### config.mk
export PLATFORM = sky130hd
export DESIGN_NAME = hazard_scoreboard
export DESIGN_NICKNAME = d
export VERILOG_FILES = /design/src/rtl/pipe_pkg.sv /design/src/rtl/ready_countdown.sv /design/src/rtl/hazard_scoreboard.sv
export SDC_FILE = /design/constraint.sdc
export NUM_CORES = 1
export LEC_CHECK = 0
export CAP_MARGIN = 0
export CORE_MARGIN = 2
export CORE_UTILIZATION = 43
export DETAILED_ROUTE_END_ITERATION = 12
export GPL_TIMING_DRIVEN = 0
export PLACE_DENSITY = 0.61
export SLEW_MARGIN = 40
export SYNTH_ARGS = -nofsm -noshare
export SYNTH_HDL_FRONTEND = slang
export SYNTH_HIERARCHICAL = 1
export SYNTH_SLANG_ARGS = --single-unit
### constraint.sdc
create_clock -name clk -period 10.7 [get_ports clk]
set_input_delay 1.07 -clock clk [delete_from_list [all_inputs] [get_ports clk]]
set_output_delay 1.07 -clock clk [all_outputs]
set_load 0.05 [all_outputs]
### src/rtl/pipe_pkg.sv
// Shared pipeline constants and instruction-class encoding for the ID-stage hazard logic.
package pipe_pkg;

    localparam int unsigned REG_IDX_W       = 5;
    localparam int unsigned NUM_REGS        = 32;
    localparam int unsigned ZERO_REG        = 31;
    localparam int unsigned DEF_LAT_W       = 3;
    localparam int unsigned DEF_LOAD_LAT    = 1;
    localparam int unsigned DEF_MUL_LAT     = 4;
    localparam int unsigned STALL_CNT_W     = 16;

    typedef enum logic [1:0] {
        CLASS_ALU  = 2'd0,
        CLASS_LOAD = 2'd1,
        CLASS_MUL  = 2'd2,
        CLASS_NONE = 2'd3
    } instr_class_t;

endpackage

### src/rtl/ready_countdown.sv
// One result-readiness countdown: loads a latency, counts down to zero, flags nonzero.
module ready_countdown #(
    parameter int unsigned LAT_W = 3
) (
    input  logic             clk,
    input  logic             reset,
    input  logic             load_i,
    input  logic [LAT_W-1:0] load_val_i,
    output logic [LAT_W-1:0] cnt_o,
    output logic             nonzero_o
);

    logic [LAT_W-1:0] cnt_q;
    logic [LAT_W-1:0] cnt_d;

    // A new load overrides the decrement of an older pending result.
    always_comb begin
        cnt_d = cnt_q;
        if (load_i) begin
            cnt_d = load_val_i;
        end else if (cnt_q != '0) begin
            cnt_d = cnt_q - LAT_W'(1);
        end
    end

    always_ff @(posedge clk) begin
        if (reset) begin
            cnt_q <= '0;
        end else begin
            cnt_q <= cnt_d;
        end
    end

    assign cnt_o     = cnt_q;
    assign nonzero_o = (cnt_q != '0);

endmodule

### src/rtl/hazard_scoreboard.sv
// ID-stage scoreboard: per-register forwarding countdowns, RAW/WAW/multiplier hazard stall.
module hazard_scoreboard
    import pipe_pkg::*;
#(
    parameter int unsigned LAT_W    = DEF_LAT_W,
    parameter int unsigned LOAD_LAT = DEF_LOAD_LAT,
    parameter int unsigned MUL_LAT  = DEF_MUL_LAT
) (
    input  logic                   clk,
    input  logic                   reset,
    input  logic                   id_valid,
    input  logic [REG_IDX_W-1:0]   id_rn,
    input  logic [REG_IDX_W-1:0]   id_rm,
    input  logic                   id_uses_rn,
    input  logic                   id_uses_rm,
    input  logic [REG_IDX_W-1:0]   id_rd,
    input  logic                   id_writes_rd,
    input  logic [1:0]             id_class,
    input  logic                   flush,
    output logic                   stall,
    output logic                   bubble,
    output logic                   mul_busy,
    output logic [STALL_CNT_W-1:0] stall_count
);

    localparam logic [REG_IDX_W-1:0] ZERO_IDX = REG_IDX_W'(ZERO_REG);

    instr_class_t           cls;
    logic [LAT_W-1:0]       lat;
    logic [LAT_W-1:0]       cnt [NUM_REGS];
    logic [NUM_REGS-1:0]    reg_busy;
    logic [NUM_REGS-1:0]    reg_load;
    logic [LAT_W-1:0]       mul_cnt;
    logic                   mul_nonzero;
    logic                   raw_n;
    logic                   raw_m;
    logic                   waw;
    logic                   mstruct;
    logic                   hazard;
    logic                   issue;
    logic [STALL_CNT_W-1:0] stall_count_q;
    logic [STALL_CNT_W-1:0] stall_count_d;

    assign cls = instr_class_t'(id_class);

    always_comb begin
        lat = '0;
        case (cls)
            CLASS_LOAD: lat = LAT_W'(LOAD_LAT);
            CLASS_MUL:  lat = LAT_W'(MUL_LAT);
            default:    lat = '0;
        endcase
    end

    // A WAW hazard exists only if the older write would land after the new one.
    assign raw_n   = id_uses_rn & (id_rn != ZERO_IDX) & reg_busy[id_rn];
    assign raw_m   = id_uses_rm & (id_rm != ZERO_IDX) & reg_busy[id_rm];
    assign waw     = id_writes_rd & (id_rd != ZERO_IDX) & (cnt[id_rd] > lat);
    assign mstruct = (cls == CLASS_MUL) & (mul_cnt != '0);
    assign hazard  = raw_n | raw_m | waw | mstruct;

    assign stall    = ~reset & id_valid & ~flush & hazard;
    assign bubble   = stall;
    assign mul_busy = ~reset & mul_nonzero;
    assign issue    = id_valid & ~flush & ~stall;

    for (genvar r = 0; r < NUM_REGS; r++) begin : g_reg
        if (r == ZERO_REG) begin : g_zero
            assign reg_load[r] = 1'b0;
        end else begin : g_arch
            assign reg_load[r] = issue & id_writes_rd & (id_rd == REG_IDX_W'(r));
        end

        ready_countdown #(
            .LAT_W (LAT_W)
        ) u_cnt (
            .clk        (clk),
            .reset      (reset),
            .load_i     (reg_load[r]),
            .load_val_i (lat),
            .cnt_o      (cnt[r]),
            .nonzero_o  (reg_busy[r])
        );
    end

    ready_countdown #(
        .LAT_W (LAT_W)
    ) u_mul_cnt (
        .clk        (clk),
        .reset      (reset),
        .load_i     (issue & (cls == CLASS_MUL)),
        .load_val_i (LAT_W'(MUL_LAT)),
        .cnt_o      (mul_cnt),
        .nonzero_o  (mul_nonzero)
    );

    always_comb begin
        stall_count_d = stall_count_q;
        if (stall && (stall_count_q != '1)) begin
            stall_count_d = stall_count_q + STALL_CNT_W'(1);
        end
    end

    always_ff @(posedge clk) begin
        if (reset) begin
            stall_count_q <= '0;
        end else begin
            stall_count_q <= stall_count_d;
        end
    end

    assign stall_count = stall_count_q;

endmodule

==> impl_metrics.toml <==
[logic_synthesis]
synth-warning-count = 6
synth_unique_cells = 64
netlist.area_leader.share_pct = 24.53
avg_synthesized_cell_area_um2 = 9.537
asyncSetResetFlopFracSynth_pct = 0
synth_sequential_area_ratio_pct = 24.53
most_area_hungry_cell_type_in_the_yosys_netlist = "dfxtp_1"
synthesis.instances = 984
synth-main-ff-cell = "dfxtp_1"
syn-cell-area_um2 = 9384
synth_enable_flop_cells = 0
cell_types_with_the_largest_area_share_after_synthesis = "dfxtp_1 25%, nor2b_1 12%, ha_1 9.2%"
yosys_register_bits = 115

[finish]
areaGrowthSynthToFinish_pct = 18.31
antenna-diode-count = 0
ratio_of_cells_with_drive_above_1_in_the_final_layout_pct = 14.66
final_area_um2 = 11100
finalNonFillerCells = 1378
fin_nets = 1178

[global_routing]
gr-total-overflow = 0
grt_use_total_pct = 22.54
largest_net_degree_at_the_start_of_global_routing = 55
grt_pass1_vias = 7186
antenna_violations_before_repair = 0
global_route_wire_length_before_repair_mm = 39.70

[sta]
finClkSkew_ns = 0.009077
relSlewSlack_pct = 41.08
final_hold_viol_count = 0
hold_ws_ns = 0.4938
worst_slack_ns = 3.831
fin_crit_ns = 6.869
maxSlewViolCount = 0
grt_setup_unrepaired = "false"
post-route-period-util_pct = 64.19
slew_of_the_pin_with_the_lowest_slew_margin_ns = 0.8838
setup_viol = 0
maximum_achievable_frequency_mhz = 145.6
fin_tns_setup_ns = 0

[die]
placementRows = 54
chipHeight_um = 151.7
core_area_um2 = 21620
floorplan.initialDensity_pct = 43.40
die_area_um2 = 23020
boundaryPins = 43
floorplan.die.width_um = 151.7

[route]
drt.antenna.violating_nets = 0
route.detailed.drc = 0
drt-vias-per-instance = 5.675
drt_first_iter_violations = 451
num_vias = 7820
postRouteWirelength_mm = 25.06
post_drt_wl_per_cell_um = 18.19
drt_pre_antenna_iters = 7

[place]
placed_cells = 1346
io_buffers = 36
place_ws_ns = 3.914
dpl.hpwl_mm = 18.55
place_congestion = 0.8557
dpl-instance-area_um2 = 10430

[clock_network]
h-tree-depth = 4
clk_root_buffer_cell = "clkbuf_16"
clk-insertion-delay-late_ns = 0.42
post_cts_resized = 0
tritoncts.num_buffers = 17
clock-sinks = 115
clock_tree.buffer_depth = 2
ctsHoldBuffers = 0
cts_tree = "yes"
clkSlewWorstSetupHoldPaths_ns = 0.06
postCtsSetupBuffers = 0

[flow_run]
maxCapViolCount = 0

[critical_path]
timing.critical_path.slowest_cell_delay_ns = 0.68
cp_max_fo = 10
cpMaxStageDelayCell = "clkdlybuf4s50_1"
critPathLaunchType = "primary input"
reg2reg_slack_ns = 5.81
timing.critical_path.cells = "clkbuf_1 -> clkbuf_8 -> clkbuf_2 -> mux4_2 -> mux4_2 -> mux2_2 -> ha_1 -> a22oi_1 -> nor4b_1 -> nand3_1 -> a31o_4 -> nor2_1 -> nor2_1 -> buf_4 -> clkdlybuf4s50_1"
critical_path_end_type = "output port"
worstPathRequired_ns = 9.63
timing.setup.critical_path_class = "in2out"
timing.critical_path.arrival_ns = 5.80

[power]
ir_worst_vdd_uv = 128.0
powerDensity_nw_per_um2 = 241.1
power.leakage_nw = 3.994

[hold_path]
holdCritPathClass = "reg2reg"

[status]
run_status = "complete, no violations"
==> placed cells by master (no fill, tap or decap), types with 4 or more instances in the layout <==
cell type and instances:
conb_1 43, mux4_2 29, or3b_1 33, a2111oi_1 66, o211ai_1 6, mux2_2 7, nand2b_1 35, nor3_1 8
nor4_2 6, nor4b_1 68, mux4_1 4, o21ai_0 5, mux2i_1 14, nand3_1 15, clkbuf_1 4, ha_1 69
or2b_1 33, clkinv_4 5, nand2_1 17, a311oi_2 33, nor3_2 11, o31ai_1 9, buf_2 6, inv_1 112
dfxtp_1 115, clkdlybuf4s50_1 35, buf_16 4, nor2b_1 174, nor2_1 25, or4_2 4, clkbuf_16 17, buf_6 5
a21oi_1 14
==> worst max-delay path: cells and delay by family <==
family / cells / cell delay (ns)
compound gates: 2 / 0.42
fa+ha+maj: 1 / 0.29
buf+inv: 5 / 2.14
mux: 3 / 1.18
simple gates: 4 / 0.69
==> routing by layer <==
metal,GRT usage [%],vias to the layer above,share of wire [%]
li1,-,3852,-
met1,31.57,3753,48
met2,34.53,181,45
met4,7.361,0,2.1
met3,4.850,34,5.3
met5,0,-,0
==> state kept, by name (all words and copies together), names as in the netlist <==
name             count
stall_count         16
u_mul_cnt/cnt_o      3
g.u_cnt/cnt_o       96
==> cell usage after synthesis, drive strengths merged, types with 2 or more instances <==
cell type	instances
nor2b	176
dfxtp	115
inv	112
ha	69
nor4b	68
a2111oi	67
mux4	35
nand2b	35
or3b	34
a311oi	33
or2b	33
nor2	25
nor3	19
nand2	17
a21oi	15
nand3	15
buf	14
mux2i	14
o31ai	9
clkbuf	8
nor4	8
mux2	7
o21ai	7
o211ai	6
or4	6
or3	4
a211oi	3
a31oi	3
nand3b	3
a22oi	2
a41oi	2
and2	2
conb	2
nand4	2
nor3b	2
==> area by class of cell <==
cell class                      count  area [µm²]
Multi-Input combinational cell    775        6736
Buffer                             23       196.4
Fill cell                        2067       10520
Timing Repair Buffer               41       486.7
Tap cell                          280       350.3
Inverter                          112       420.4
Clock inverter                     15       183.9
Clock buffer                       17       425.4
Sequential cell                   115        2302
==> report_power, final <==
| group | internal, mW | switching, mW |
|---|---|---|
| clock network | 0.368 | 0.231 |
| registers | 0.594 | 0.174 |
| logic | 0.691 | 0.620 |
| total | 1.65 | 1.02 |
==> logic make-up (layout without fill, tap and decap cells) <==
family	Yosys count	count (layout)	share of synthesized area (%)
AND/OR/NAND/NOR	452	452	32.11
AO/OA/AOI/OAI	154	154	16.48
buffers and inverters	135	208	6.560
flip-flops	115	115	24.53
adder cells (fa/ha/maj)	69	69	9.200
multiplexers	56	56	10.95
other	2	43	0.08003
XOR/XNOR	1	1	0.09335
==> stage by stage <==
stage / util [%] / power, mW
after floorplan: - / 1.744
after global placement: 47.40 / 2.048
after detailed placement: 48.24 / 2.064
after CTS: 51.05 / 2.678
after global routing: 51.35 / 2.881
final: 51.35 / 2.677
==> path summary, 6_finish.rpt <==
path / from / end / depth (start not counted)
setup / recovery: id_rd[1] / stall / 15
hold / removal: stall_count[14]$_SDFFE_PP0P_ / stall_count[14]$_SDFFE_PP0P_ / 2
setup reg to reg: g_reg[14].u_cnt/cnt_o[2]$_SDFFE_PP0P_ / g_reg[7].u_cnt/cnt_o[0]$_SDFFE_PP0P_ / 13
hold reg to reg: stall_count[14]$_SDFFE_PP0P_ / stall_count[14]$_SDFFE_PP0P_ / 2
Power figures use the tool's default switching activity.
